**config.mk**
```make
export PLATFORM = sky130hd
export DESIGN_NAME = packet_eject_local
export DESIGN_NICKNAME = d
export VERILOG_FILES = /design/src/rtl/noc_pkg.sv /design/src/rtl/rr_arbiter2.sv /design/src/rtl/packet_eject_local.sv
export SDC_FILE = /design/constraint.sdc
export NUM_CORES = 1
export LEC_CHECK = 0
export BUFFER_PORTS_ARGS = -buffer_cell sky130_fd_sc_hd__buf_4
export CAP_MARGIN = 20
export CORE_AREA = 2 2 197 161
export CTS_BUF_LIST = sky130_fd_sc_hd__clkbuf_4 sky130_fd_sc_hd__clkbuf_8
export DETAILED_ROUTE_END_ITERATION = 16
export DIE_AREA = 0 0 199 163
export SLEW_MARGIN = 10
export SYNTH_ARGS = -nofsm -noshare
export SYNTH_HDL_FRONTEND = slang
export SYNTH_HIERARCHICAL = 1
export SYNTH_SLANG_ARGS = --single-unit
```
**constraint.sdc**
```tcl
create_clock -name clk -period 8.05 [get_ports clk]
set_input_delay 1.61 -clock clk [delete_from_list [all_inputs] [get_ports clk]]
set_output_delay 1.61 -clock clk [all_outputs]
set_load 0.05 [all_outputs]
```
**src/rtl/noc_pkg.sv**
```systemverilog
// ---------------------------------------------------------------------------
// noc_pkg
//   Definitions shared by the ring-router blocks: packet field positions, the
//   default packet width, the ejection FSM state type and the packet
//   classification type used by the local ejection sink.
//
//   Packet layout (PACKET_SIZE = 49):
//     [48]    valid
//     [47:32] timestamp (global clk_counter value at injection)
//     [31:16] source node
//     [15:0]  destination node
// ---------------------------------------------------------------------------
package noc_pkg;

  localparam int DEFAULT_PACKET_SIZE = 49;

  localparam int PKT_VALID_BIT = 48;
  localparam int TS_MSB        = 47;
  localparam int TS_LSB        = 32;
  localparam int SRC_MSB       = 31;
  localparam int SRC_LSB       = 16;
  localparam int DST_MSB       = 15;
  localparam int DST_LSB       = 0;

  // Ejection FSM: RUN until the expected packet count is reached, then DONE
  // (sticky until reset).
  typedef enum logic {
    ST_RUN  = 1'b0,
    ST_DONE = 1'b1
  } eject_state_e;

  // What stage 1 must do with the packet held in stage 0.
  typedef enum logic [1:0] {
    CLS_DROP     = 2'd0,
    CLS_RETIRE   = 2'd1,
    CLS_MISROUTE = 2'd2
  } pkt_class_e;

endpackage

```
**src/rtl/rr_arbiter2.sv**
```systemverilog
// ---------------------------------------------------------------------------
// rr_arbiter2
//   Two-requester round-robin arbiter with a one-bit priority pointer.
//   A lone requester is always granted; when both request, the pointed-to
//   requester wins. After any grant the pointer moves to the other requester.
//   The pointer resets to requester 0. No grant is issued while rst is high.
//
//   Ports:
//     clk  in   clock, rising edge
//     rst  in   asynchronous active-high reset
//     req  in   [1:0] request vector (bit 0 = requester 0)
//     gnt  out  [1:0] one-hot grant, combinational from req and pointer
// ---------------------------------------------------------------------------
module rr_arbiter2 (
  input  logic       clk,
  input  logic       rst,
  input  logic [1:0] req,
  output logic [1:0] gnt
);

  // Index of the requester that wins a tie.
  logic prio_q;
  logic prio_d;

  always_comb begin
    // NOTE: every output of a combinational block gets a default first so no
    // path leaves it unassigned, which would infer a latch.
    gnt    = 2'b00;
    prio_d = prio_q;

    if (!rst) begin
      case (req)
        2'b01:   gnt = 2'b01;
        2'b10:   gnt = 2'b10;
        2'b11:   gnt = prio_q ? 2'b10 : 2'b01;
        default: gnt = 2'b00;
      endcase
    end

    if (gnt[0]) begin
      prio_d = 1'b1;
    end else if (gnt[1]) begin
      prio_d = 1'b0;
    end
  end

  // NOTE: state registers use non-blocking assignments so every flop samples
  // its pre-edge inputs regardless of process evaluation order.
  always_ff @(posedge clk or posedge rst) begin
    if (rst) begin
      prio_q <= 1'b0;
    end else begin
      prio_q <= prio_d;
    end
  end

endmodule

```
**src/rtl/packet_eject_local.sv**
```systemverilog
// ---------------------------------------------------------------------------
// packet_eject_local
//   Local ejection sink for one ring router. Packets offered by the east and
//   west input buffers are arbitrated round-robin onto a single ejection port
//   (one packet per cycle). The granted packet is classified and its latency
//   (clk_counter - timestamp, 16-bit wrap) is captured in stage 0; stage 1
//   updates the receive statistics on the following edge. all_received goes
//   high, and stays high until reset, once the retire count reaches
//   NUM_PACKETS_EXPECTED.
//
//   Ports:
//     clk, rst                     clock / async active-high reset
//     clk_counter          in  16  global cycle count
//     east_pkt/west_pkt    in  PACKET_SIZE  offered packets
//     east_valid/west_valid in 1   offer valid
//     east_ready/west_ready out 1  packet taken this cycle (one-hot or none)
//     total_packet_recieve out 64  packets retired here (wraps)
//     total_latency        out 64  sum of retired latencies (wraps)
//     max_latency          out 16  largest retired latency
//     misroute_count       out 16  valid packets not for this node (saturates)
//     all_received         out 1   FSM is in DONE
// ---------------------------------------------------------------------------
module packet_eject_local
  import noc_pkg::*;
#(
  parameter int NUM_NODES            = 16,
  parameter int ROUTER_ID            = 0,
  parameter int PACKET_SIZE          = DEFAULT_PACKET_SIZE,
  parameter int NUM_PACKETS_EXPECTED = 20
) (
  input  logic                   clk,
  input  logic                   rst,
  input  logic [15:0]            clk_counter,
  input  logic [PACKET_SIZE-1:0] east_pkt,
  input  logic                   east_valid,
  output logic                   east_ready,
  input  logic [PACKET_SIZE-1:0] west_pkt,
  input  logic                   west_valid,
  output logic                   west_ready,
  output logic [63:0]            total_packet_recieve,
  output logic [63:0]            total_latency,
  output logic [15:0]            max_latency,
  output logic [15:0]            misroute_count,
  output logic                   all_received
);

  localparam logic [63:0] EXPECTED_CNT = 64'(NUM_PACKETS_EXPECTED);

  // -------------------------------------------------------------------------
  // Arbitration: grant bit 0 = east, bit 1 = west. A grant implies the
  // matching valid, so a grant is the handshake itself.
  // -------------------------------------------------------------------------
  logic [1:0] gnt;

  rr_arbiter2 u_arb (
    .clk (clk),
    .rst (rst),
    .req ({west_valid, east_valid}),
    .gnt (gnt)
  );

  assign east_ready = gnt[0];
  assign west_ready = gnt[1];

  logic [PACKET_SIZE-1:0] sel_pkt;
  logic [15:0]            sel_ts;
  logic [15:0]            sel_dst;
  logic                   unused_src_parity;

  assign sel_pkt = gnt[1] ? west_pkt : east_pkt;
  assign sel_ts  = sel_pkt[TS_MSB:TS_LSB];
  assign sel_dst = sel_pkt[DST_MSB:DST_LSB];

  // The source field plays no part in ejection statistics.
  assign unused_src_parity = ^sel_pkt[SRC_MSB:SRC_LSB];

  // -------------------------------------------------------------------------
  // Stage 0: capture classification and latency on the handshake edge.
  // Only what stage 1 consumes is kept.
  // -------------------------------------------------------------------------
  logic       s0_valid_q, s0_valid_d;
  pkt_class_e s0_cls_q,   s0_cls_d;
  logic [15:0] s0_lat_q,  s0_lat_d;

  always_comb begin
    s0_valid_d = |gnt;
    // Modular subtraction handles a timestamp taken before clk_counter wrapped.
    s0_lat_d   = clk_counter - sel_ts;
    s0_cls_d   = CLS_DROP;
    if (sel_pkt[PKT_VALID_BIT]) begin
      // A destination outside the ring can never be this node.
      if ((sel_dst == 16'(ROUTER_ID)) && (sel_dst < 16'(NUM_NODES))) begin
        s0_cls_d = CLS_RETIRE;
      end else begin
        s0_cls_d = CLS_MISROUTE;
      end
    end
  end

  // -------------------------------------------------------------------------
  // Stage 1: statistics update, plus the RUN/DONE FSM which watches the
  // count being written so DONE appears together with the threshold count.
  // -------------------------------------------------------------------------
  logic [63:0]  total_cnt_q, total_cnt_d;
  logic [63:0]  lat_sum_q,   lat_sum_d;
  logic [15:0]  lat_max_q,   lat_max_d;
  logic [15:0]  misroute_q,  misroute_d;
  eject_state_e state_q,     state_d;

  always_comb begin
    total_cnt_d = total_cnt_q;
    lat_sum_d   = lat_sum_q;
    lat_max_d   = lat_max_q;
    misroute_d  = misroute_q;

    if (s0_valid_q) begin
      case (s0_cls_q)
        CLS_RETIRE: begin
          total_cnt_d = total_cnt_q + 64'd1;
          lat_sum_d   = lat_sum_q + {48'd0, s0_lat_q};
          if (s0_lat_q > lat_max_q) begin
            lat_max_d = s0_lat_q;
          end
        end
        CLS_MISROUTE: begin
          if (misroute_q != 16'hFFFF) begin
            misroute_d = misroute_q + 16'd1;
          end
        end
        default: ;
      endcase
    end
  end

  always_comb begin
    state_d = state_q;
    if ((state_q == ST_RUN) && (total_cnt_d >= EXPECTED_CNT)) begin
      state_d = ST_DONE;
    end
  end

  always_ff @(posedge clk or posedge rst) begin
    if (rst) begin
      s0_valid_q  <= 1'b0;
      s0_cls_q    <= CLS_DROP;
      s0_lat_q    <= 16'd0;
      total_cnt_q <= 64'd0;
      lat_sum_q   <= 64'd0;
      lat_max_q   <= 16'd0;
      misroute_q  <= 16'd0;
      state_q     <= ST_RUN;
    end else begin
      s0_valid_q  <= s0_valid_d;
      s0_cls_q    <= s0_cls_d;
      s0_lat_q    <= s0_lat_d;
      total_cnt_q <= total_cnt_d;
      lat_sum_q   <= lat_sum_d;
      lat_max_q   <= lat_max_d;
      misroute_q  <= misroute_d;
      state_q     <= state_d;
    end
  end

  assign total_packet_recieve = total_cnt_q;
  assign total_latency        = lat_sum_q;
  assign max_latency          = lat_max_q;
  assign misroute_count       = misroute_q;
  assign all_received         = (state_q == ST_DONE);

endmodule
```
==> results.sh, run 1 <==
export IMPL_r2r_slack_ns=4.34
export IMPL_netlist_instances=1060
export IMPL_ys_ff_latch=181
export IMPL_ant_nets=0
export IMPL_max_freq_mhz=215
export IMPL_stdcell_count=1736
export IMPL_setup_viol=0
export IMPL_p_int_mw=1.36
export IMPL_skew_ns=0.0215
export IMPL_critical_path_class="in -> reg"
export IMPL_powerDensity_nw_per_um2=150
export IMPL_ios=281
export IMPL_antenna_found_initial=1
export IMPL_cts_resized=0
export IMPL_rsz0062_at_grt="false"
export IMPL_coreArea_sq_um=30700
export IMPL_path_depth=14
export IMPL_cts_hold_buf=0
export IMPL_cts_root_buf="clkbuf_8"
export IMPL_cp_required_ns=8.40
export IMPL_critPathLaunchType="input pin"
export IMPL_antenna_cells=0
export IMPL_maxSlewHeadroom=0.314
export IMPL_wl_per_cell_microns=16.1
export IMPL_synth_nets=1229
export IMPL_peakVddDrop_v=0.0000916
export IMPL_hp_class="reg -> reg"
export IMPL_clock_latency_ns=0.48
export IMPL_synth_most_common_cell="dfrtp_1"
export IMPL_reg2reg_from="s0_cls_q[1]"
export IMPL_drtIter0Drc=476
export IMPL_gp_congestion=0.884
export IMPL_syn2layout_area_growth_pct=25.8
export IMPL_sw_frac_of_total=0.316
export IMPL_avgSynthCellArea_sq_um=9.92
export IMPL_clk_pin_slew_ns=0.10
export IMPL_hpwl_microns=21300
export IMPL_clockBufferDepth=2
export IMPL_drive_gt1_frac=0.260
export IMPL_slew_violations=0
export IMPL_r2r_end="all_received"
export IMPL_yosysTopAreaCell="dfrtp_1"
export IMPL_crit_family="compound AO/OA/AOI/OAI gates"
export IMPL_power_frac_comb=0.173
export IMPL_finalCriticalPeriod_ns=4.65
export IMPL_vias=8686
export IMPL_cts_buffers=17
export IMPL_leakagePower_nw=6.56
export IMPL_p_switching_mw=0.627
export IMPL_cts_tree="built"
export IMPL_nets=1472
export IMPL_synth_area_leaders="dfrtp_1 43%, xor2_1 7.2%, ha_1 5.8%, xnor2_1 4.9%, nand2_1 2.9%"
export IMPL_cts_num_sinks=181
export IMPL_crit_slowest_cell="a21boi_2"
export IMPL_die_y_microns=163
export IMPL_finalHoldViolations=0
export IMPL_path_buf_inv=1
export IMPL_crit_chain="buf_4, nor2b_2, a21boi_2, mux2_2, ha_1, fa_1, nor2b_1, o21ai_0, a21boi_0, o21ai_0, a21oi_1, a211oi_1, or3_1, o311ai_0"
export IMPL_pwr_share_clk=0.331
export IMPL_syn_area_sq_um=10500
export IMPL_synthTopCellsByCount="181 x dfrtp_1, 87 x xor2_1, 80 x nand2_1"
export IMPL_grt_max_degree=70
export IMPL_die_area_sq_um=32400
export IMPL_rows=58
export IMPL_grt_pass1_wl_microns=45000
export IMPL_htree_levels=4
export IMPL_drt_total_wl_microns=28000
export IMPL_critPathLaunch="rst"
export IMPL_start_util=0.343
export IMPL_synth_ff_type="dfrtp_1"
export IMPL_drcViolationCount=0
export IMPL_drt_pass1_iter_count=6
export IMPL_overflow=0
export IMPL_yosysWarnings=6
export IMPL_max_cap_viol_count=0
export IMPL_crit_end="s0_lat_q[14]"
export IMPL_seq_area_frac_synth=0.431
export IMPL_synth_top_area_frac=0.431
export IMPL_yosysUniqueCellTypes=75
export IMPL_cp_end_kind="register"
export IMPL_die_x_microns=199
export IMPL_utilization=0.431
export IMPL_cp_arrival_ns=5.00
export IMPL_grt_pass1_vias=8602
export IMPL_synth_edf_count=0
export IMPL_crit_top_cell="o21ai_0"
export IMPL_finalCritPeriodShare=0.577
export IMPL_cts_setup_buffers=0
export IMPL_synthArstFlopShare=1.00
export IMPL_vias_per_cell=5.00
export IMPL_worstMarginPinSlew_ns=1.00
export IMPL_fin_setup_tns_ns=0
export IMPL_placedCellCount=1704
export IMPL_p_seq_frac=0.496
export IMPL_status="complete, no violations"
export IMPL_portBuffers=248
export IMPL_grt_usage=0.176
export IMPL_cp_slowest_stage_delay_ns=0.42
export IMPL_crit_path_max_fanout=6
export IMPL_r2r_cells=8
## placed cells by master (no fill, tap or decap), types with 5 or more instances in the layout
| cell type | count |
|---|---|
| o21ai_0 | 29 |
| a211oi_1 | 5 |
| o21a_1 | 7 |
| o31a_1 | 7 |
| nor3b_1 | 10 |
| ha_1 | 49 |
| xor2_1 | 87 |
| buf_4 | 253 |
| mux2i_1 | 23 |
| a21o_1 | 12 |
| nor2_1 | 70 |
| a21oi_1 | 30 |
| or3_1 | 9 |
| and3_1 | 28 |
| nand2_1 | 80 |
| nand3_1 | 41 |
| nand4_1 | 38 |
| inv_1 | 49 |
| nor2b_1 | 7 |
| mux2_2 | 19 |
| clkbuf_8 | 17 |
| dfrtp_1 | 181 |
| nor4_1 | 36 |
| nor3_1 | 34 |
| or2_2 | 14 |
| and2_1 | 11 |
| xnor2_1 | 59 |
| nor4b_1 | 9 |
| and4_1 | 13 |
## logic make-up after synthesis
logic type                 Yosys count  synth area share
and+or+nand+nor                    430             0.230
xor gates and xnor gates           146             0.122
adders and majority gates           51            0.0621
muxes                               42            0.0422
AOI/OAI and AO/OA                  131            0.0833
buffers and inverters               79            0.0303
DFF                                181             0.431
## state kept, by name, summed over array words and instances, names as in the netlist
name and cells:
s0_cls_q 2, s0_valid_q 1, misroute_count 16, total_packet_recieve 64, u_arb/prio_q 1, total_latency 64
all_received 1, s0_lat_q 16, max_latency 16
## worst min path at each step
| stage | from | to | slack [ns] | cells after the start |
|---|---|---|---|---|
| floorplan | u_arb/prio_q | u_arb/prio_q | 0.47 | 1 |
| global placement | total_latency[63] | total_latency[63] | 0.46 | 1 |
| detailed placement | total_latency[45] | total_latency[45] | 0.48 | 1 |
| CTS | total_latency[23] | total_latency[23] | 0.50 | 1 |
| global route | total_latency[51] | total_latency[51] | 0.50 | 1 |
| finish | total_latency[23] | total_latency[23] | 0.49 | 1 |
## routing by layer
metal	routed length, microns	GRT usage	up-vias	part of all wire
li1	-	-	4297	-
met1	12700	0.232	4106	0.45
met2	12700	0.276	257	0.46
met3	2210	0.0569	24	0.079
met4	320	0.0478	2	0.011
met5	13	0	-	0.00046
## per-stage QoR
step	power (mW)	hold slack, ns	instance area (sq um)	setup WS (ns)
finish	1.99	0.491	13200	3.40
global route	2.09	0.504	13200	2.98
CTS	2.01	0.496	13200	3.38
detailed placement	1.35	0.476	12800	2.86
global placement	1.34	0.463	12800	2.90
floorplan	1.23	0.472	10500	1.55
## power groups by stage
stage | sequential, mW | clock, mW | combinational [mW]
after floorplan | 1.03 | 0 | 0.204
after global placement | 1.00 | 0 | 0.337
after detailed placement | 1.00 | 0 | 0.345
after CTS | 0.986 | 0.681 | 0.347
after global routing | 0.992 | 0.715 | 0.384
final | 0.985 | 0.657 | 0.343
## final cells by class
| class | count | area, sq um |
|---|---|---|
| clock inverter | 15 | 180 |
| multi-input combinational | 800 | 5670 |
| tap | 420 | 526 |
| fill | 3001 | 17500 |
| timing repair buffer | 253 | 1900 |
| sequential | 181 | 4530 |
| inverter | 50 | 193 |
| clock buffer | 17 | 234 |
Power figures use the tool's default switching activity.
==> inputs of run 2 (changes only) <==
- ABC_AREA: unset -> 1
- CORE_AREA: 2 2 197 161 -> 2 2 210 171
- DIE_AREA: 0 0 199 163 -> 0 0 212 173
- clock period: 8.05 -> 4.1 ns (I/O delays scaled with it)
==> run 2 against run 1 <==
Compared with the run above: design area grew 12%; clock skew shrank 0.0028 ns; sequential cell count is the same; via count grew 35%; critical path type unchanged; largest cell class unchanged.
==> results.sh, run 2 <==
export IMPL_status="complete, no violations"
export IMPL_cp_end_kind="register"
export IMPL_pwr_share_clk=0.328
export IMPL_synth_top_family_by_area="simple AND/OR/NAND/NOR gates"
export IMPL_r2r_slack_ns=1.09
export IMPL_grt_pass1_vias=11100
export IMPL_peakVddDrop_v=0.000179
export IMPL_maxSlewHeadroom=0.413
export IMPL_ys_ff_latch=181
export IMPL_syn_area_sq_um=12000
export IMPL_overflow=0
export IMPL_coreArea_sq_um=34400
export IMPL_synth_ff_type="dfrtp_1"
export IMPL_max_cap_viol_count=0
export IMPL_finalCriticalPeriod_ns=3.10
export IMPL_p_int_mw=2.71
export IMPL_drcViolationCount=0
export IMPL_setup_viol=0
export IMPL_vias=11700
export IMPL_fin_setup_tns_ns=0
export IMPL_syn2layout_area_growth_pct=24.0
export IMPL_die_x_microns=212
export IMPL_crit_path_max_fanout=7
export IMPL_rows=61
export IMPL_fillers=3529
export IMPL_cts_resized=0
export IMPL_yosysWarnings=6
export IMPL_grt_usage=0.211
export IMPL_p_seq_frac=0.487
export IMPL_finalInstanceArea_sq_um=14900
export IMPL_synth_compound_area_frac=0.0543
export IMPL_grt_pass1_wl_microns=60700
export IMPL_start_util=0.348
export IMPL_muxShareOfSynthArea=0.0117
export IMPL_reg2reg_from="u_arb/prio_q"
export IMPL_worstMarginPinSlew_ns=0.873
export IMPL_cts_num_sinks=181
export IMPL_power_frac_comb=0.186
export IMPL_cts_root_buf="clkbuf_8"
export IMPL_p_switching_mw=1.25
export IMPL_die_y_microns=173
export IMPL_cp_required_ns=4.53
export IMPL_vias_per_cell=4.89
export IMPL_leakagePower_nw=7.31
export IMPL_grt_max_degree=90
export IMPL_drt_total_wl_microns=37800
export IMPL_synthTopCellsByCount="505 x nand2_1, 215 x inv_1, 181 x dfrtp_1"
export IMPL_nets=2082
export IMPL_netlist_instances=1651
export IMPL_mostFrequentLayoutCell="nand2_1"
export IMPL_yosysTopAreaCell="dfrtp_1"
export IMPL_synth_edf_count=0
export IMPL_portBuffers=248
export IMPL_synth_nets=1820
export IMPL_placedCellCount=2366
export IMPL_p_total_mw=3.96
export IMPL_drt_pass1_iter_count=7
export IMPL_register_area_sq_um=4530
export IMPL_wl_per_cell_microns=15.8
export IMPL_placed_cell_area_sq_um=14500
export IMPL_finalCritPeriodShare=0.756
export IMPL_critPathLaunchType="input pin"
export IMPL_drive_gt1_frac=0.182
export IMPL_die_area_sq_um=36700
export IMPL_ant_nets=0
export IMPL_cts_hold_buf=0
export IMPL_yosysUniqueCellTypes=52
export IMPL_synthArstFlopShare=1.00
export IMPL_skew_ns=0.0186
export IMPL_synth_most_common_cell="nand2_1"
export IMPL_layout_common_cells="505 x nand2_1, 257 x buf_4, 214 x inv_1, 181 x dfrtp_1, 172 x nor2_1"
export IMPL_cts_setup_buffers=0
export IMPL_cp_arrival_ns=3.53
export IMPL_synth_top_area_frac=0.378
export IMPL_ios=281
export IMPL_stdcell_count=2398
export IMPL_cts_tree="built"
export IMPL_cts_buffers=17
export IMPL_hp_class="in -> async"
export IMPL_max_freq_mhz=323
export IMPL_synth_area_leaders="dfrtp_1 38%, nand2_1 16%, inv_1 6.7%, nor2_1 5.4%, ha_1 5.1%"
export IMPL_antenna_cells=0
export IMPL_clockBufferDepth=2
export IMPL_yosys_area_share_xor_xnor=0.0607
export IMPL_synth_simple_area_share=0.366
export IMPL_clock_latency_ns=0.51
export IMPL_seq_area_frac_synth=0.378
export IMPL_gp_congestion=0.928
export IMPL_htree_levels=4
export IMPL_antenna_found_initial=0
export IMPL_utilization=0.432
export IMPL_finalHoldViolations=0
export IMPL_clk_pin_slew_ns=0.10
export IMPL_slew_violations=0
export IMPL_sw_frac_of_total=0.316
export IMPL_rsz0062_at_grt="false"
export IMPL_powerDensity_nw_per_um2=267
export IMPL_drtIter0Drc=827
export IMPL_hpwl_microns=30500
export IMPL_avgSynthCellArea_sq_um=7.26
export IMPL_critical_path_class="in -> reg"
export IMPL_synth_fa_ha_area_frac=0.0545
export IMPL_critPathLaunch="rst"
export IMPL_multi_input_comb_area_sq_um=6570
run 2: cells by family (layout without fill, tap and decap cells):
| kind of cell | Yosys count | in the layout |
|---|---|---|
| simple gates | 978 | 978 |
| buf+inv | 233 | 508 |
| mux | 14 | 14 |
| fa+ha+maj | 51 | 51 |
| compound gates | 111 | 111 |
| flops | 181 | 181 |
| xor+xnor | 83 | 83 |
run 2: final timing paths:
path                                             to  cells past startpoint
max in group asynchronous  total_packet_recieve[46]                      3
setup reg to reg                       s0_lat_q[11]                     15
hold / removal                         u_arb/prio_q                      2
setup / recovery                       s0_lat_q[11]                     17
min in group clk                    max_latency[10]                      2
hold reg to reg                     max_latency[10]                      2
run 2: final cells by class:
type / instances / share of cell area
Sequential cell: 181 / 0.305
Tap cell: 472 / 0.0397
Inverter: 218 / 0.0553
Timing Repair Buffer: 258 / 0.131
Clock buffer: 19 / 0.0172
Multi-Input combinational cell: 1237 / 0.442
Clock inverter: 13 / 0.00994
run 2: stage by stage:
step                hold WS [ns]  worst slack (ns)
finish                     0.185              1.00
global route               0.147             0.731
CTS                        0.143              1.04
detailed placement         0.487             0.480
global placement           0.485             0.505
floorplan                  0.470            0.0282
run 2: power by group through the flow:
stage / sequential, mW / clock [mW] / combinational [mW]
after global placement: 1.96 / 0 / 0.720
after detailed placement: 1.97 / 0 / 0.735
after global routing: 1.94 / 1.41 / 0.831
final: 1.93 / 1.30 / 0.736
after CTS: 1.93 / 1.34 / 0.740
after floorplan: 2.02 / 0 / 0.433
run 2: worst max-delay path: stages:
cell and delay (ns):
buf_4 0.13, inv_2 0.07, nand2_2 0.06, a21oi_2 0.18, inv_1 0.21, or2_2 0.32, o21ai_0 0.11, ha_1 0.16
nand2_1 0.04, o21ai_0 0.30, a21oi_1 0.22, o21ai_0 0.40, nand3_1 0.12, nand2_1 0.11, nand3_1 0.07, nand2_1 0.08
xor2_1 0.13
run 2: routing by layer:
metal | share of wire | wire length, microns | up-vias | track usage
met1 | 0.47 | 17800 | 5476 | 0.303
li1 | - | - | 5854 | -
met3 | 0.061 | 2330 | 31 | 0.0336
met2 | 0.45 | 17200 | 367 | 0.331
met5 | 0 | 0 | - | 0
met4 | 0.013 | 487 | 0 | 0.0505
==> inputs of run 3 (changes only) <==
- clock period: 4.1 -> 3.15 ns (I/O delays scaled with it)
==> run 3 against run 2 <==
Compared with the run above: utilization rose by 0.59 points; clock power rose by 33%; total power rose by 32%; die area did not move; critical path type is now reg -> reg; combinational power rose by 35%; non-clock buffer count rose by 19; sequential share of layout area fell by 0.41 points; final cell count rose by 0.63%; largest power group unchanged.
==> results.sh, run 3 (synthesis results as in run 2) <==
export IMPL_status="complete, no violations"
export IMPL_max_freq_mhz=357
export IMPL_cts_root_buf="clkbuf_8"
export IMPL_crit_chain="ha_1, inv_1, fa_1, inv_1, nand3_1, nand2_1, a21boi_1, o21ai_0, nand2_1, nand2_1, nand2_1, a21oi_4, nand3_1, nand2_1, nand2_1"
export IMPL_gp_congestion=0.923
export IMPL_htree_levels=4
export IMPL_finalInstanceArea_sq_um=15100
export IMPL_crit_path_max_fanout=8
export IMPL_maxSlewHeadroom=0.496
export IMPL_ios=281
export IMPL_finalHoldViolations=0
export IMPL_grt_pass1_wl_microns=61200
export IMPL_clock_latency_ns=0.47
export IMPL_die_y_microns=173
export IMPL_peakVddDrop_v=0.000286
export IMPL_crit_family="simple AND/OR/NAND/NOR gates"
export IMPL_drive_gt1_frac=0.188
export IMPL_cp_arrival_ns=3.17
export IMPL_antenna_found_initial=0
export IMPL_grt_pass1_vias=11400
export IMPL_placed_cell_area_sq_um=14600
export IMPL_met2_usage=0.337
export IMPL_vias_per_cell=4.86
export IMPL_cp_end_kind="register"
export IMPL_cp_slowest_stage_delay_ns=0.40
export IMPL_clk_pin_slew_ns=0.10
export IMPL_overflow=0
export IMPL_grt_usage=0.211
export IMPL_layout_common_cells="505 x nand2_1, 272 x buf_4, 214 x inv_1, 181 x dfrtp_1, 172 x nor2_1"
export IMPL_cts_setup_buffers=0
export IMPL_cp_required_ns=3.52
export IMPL_wl_per_cell_microns=15.7
export IMPL_drtIter0Drc=737
export IMPL_mostFrequentLayoutCell="nand2_1"
export IMPL_rows=61
export IMPL_worstMarginPinSlew_ns=0.750
export IMPL_syn2layout_area_growth_pct=25.7
export IMPL_vias=11700
export IMPL_skew_ns=0.0191
export IMPL_coreArea_sq_um=34400
export IMPL_cts_buffers=17
export IMPL_cts_num_sinks=181
export IMPL_ant_nets=0
export IMPL_die_area_sq_um=36700
export IMPL_slew_violations=0
export IMPL_utilization=0.438
export IMPL_drt_total_wl_microns=37900
export IMPL_drt_pass1_iter_count=5
export IMPL_clockBufferDepth=2
export IMPL_drcViolationCount=0
export IMPL_max_cap_viol_count=0
export IMPL_crit_slowest_cell="fa_1"
export IMPL_finalCritPeriodShare=0.890
export IMPL_hpwl_microns=31000
export IMPL_path_buf_inv=2
export IMPL_leakagePower_nw=7.41
export IMPL_powerDensity_nw_per_um2=348
export IMPL_grt_max_degree=33
export IMPL_critical_path_class="reg -> reg"
export IMPL_antenna_cells=0
export IMPL_use_met1=0.300
export IMPL_fin_setup_tns_ns=0
export IMPL_nets=2101
export IMPL_met3_usage=0.0307
export IMPL_setup_viol=0
export IMPL_rsz0062_at_grt="false"
export IMPL_hp_class="in -> async"
export IMPL_portBuffers=248
export IMPL_start_util=0.348
export IMPL_gr_max_usage_layer="met2"
export IMPL_finalCriticalPeriod_ns=2.80
export IMPL_critPathLaunchType="register"
export IMPL_crit_top_cell="nand2_1"
export IMPL_cts_tree="built"
export IMPL_die_x_microns=212
-- run 3: changes by cell type in the layout (fill, tap and decap cells not counted), moves of 2 or more --
cell        change
a21oi_2         -2
o21ai_1         +3
buf_4          +15
clkinvlp_4      +2
inv_6           -2
buf_12          +3
o21ai_0         -3
bufinv_16       +2
a21oi_4         +2
clkinv_2        -2
clkinv_4        -3
-- run 3: layer usage --
metal | vias up | part of all wire | wire [microns]
li1 | 5881 | - | -
met1 | 5481 | 0.47 | 18000
met2 | 333 | 0.46 | 17400
met3 | 30 | 0.052 | 1980
met4 | 0 | 0.015 | 571
met5 | - | 0 | 0
-- run 3: where the power goes --
group          internal [mW]  total, mW  switching (mW)  leakage [nW]
Sequential              2.41       2.51          0.0987          2.48
Clock                  0.864       1.73           0.868         0.189
Combinational          0.404      0.995           0.591          4.74
Total                   3.68       5.24            1.56          7.41
-- run 3: through the flow --
| step | instances | total power, mW | setup slack (ns) | hold slack [ns] |
|---|---|---|---|---|
| floorplan | 1651 | 3.19 | -0.00880 | 0.367 |
| global placement | 2384 | 3.53 | 0.0145 | 0.484 |
| detailed placement | 2384 | 3.56 | -0.00866 | 0.486 |
| CTS | 2413 | 5.30 | 0.280 | 0.240 |
| global route | 2413 | 5.54 | 0.0273 | 0.270 |
| finish | 2413 | 5.24 | 0.347 | 0.267 |
-- run 3: worst register-to-register path: cells and delay by family (launching register included) --
family	cells	cell delay, ns
buffers and inverters	2	0.12
flip-flops	1	0.38
adder cells (fa/ha/maj)	2	0.57
AO/OA/AOI/OAI	3	0.81
AND/OR/NAND/NOR	8	0.84
-- run 3: area by class of cell --
| cell class | count | area (sq um) |
|---|---|---|
| Inverter | 218 | 822 |
| Clock buffer | 19 | 249 |
| Tap cell | 472 | 591 |
| Clock inverter | 9 | 158 |
| Fill cell | 3538 | 19400 |
| Multi-Input combinational cell | 1237 | 6580 |
| Sequential cell | 181 | 4530 |
| Timing Repair Buffer | 277 | 2130 |
-- run 3: worst paths after layout --
check,start,slack [ns],endpoint,cells past startpoint
worst min register to register,misroute_count[15],0.50,misroute_count[15],1
min in group clk,west_valid,0.46,u_arb/prio_q,4
worst max register to register,total_latency[0],0.35,total_latency[62],15
worst max-delay path,total_latency[0],0.35,total_latency[62],15
worst min-delay path,rst,0.27,total_latency[16],2
max in group asynchronous,rst,2.25,total_packet_recieve[5],3
-- run 3: timing repair --
| item | in CTS | in global routing |
|---|---|---|
| setup endpoints to repair | 0 | 3 |
| hold buffers | 1 | 0 |
| resized for setup | 0 | 2 |
| endpoints found under the hold margin | 1 | 0 |
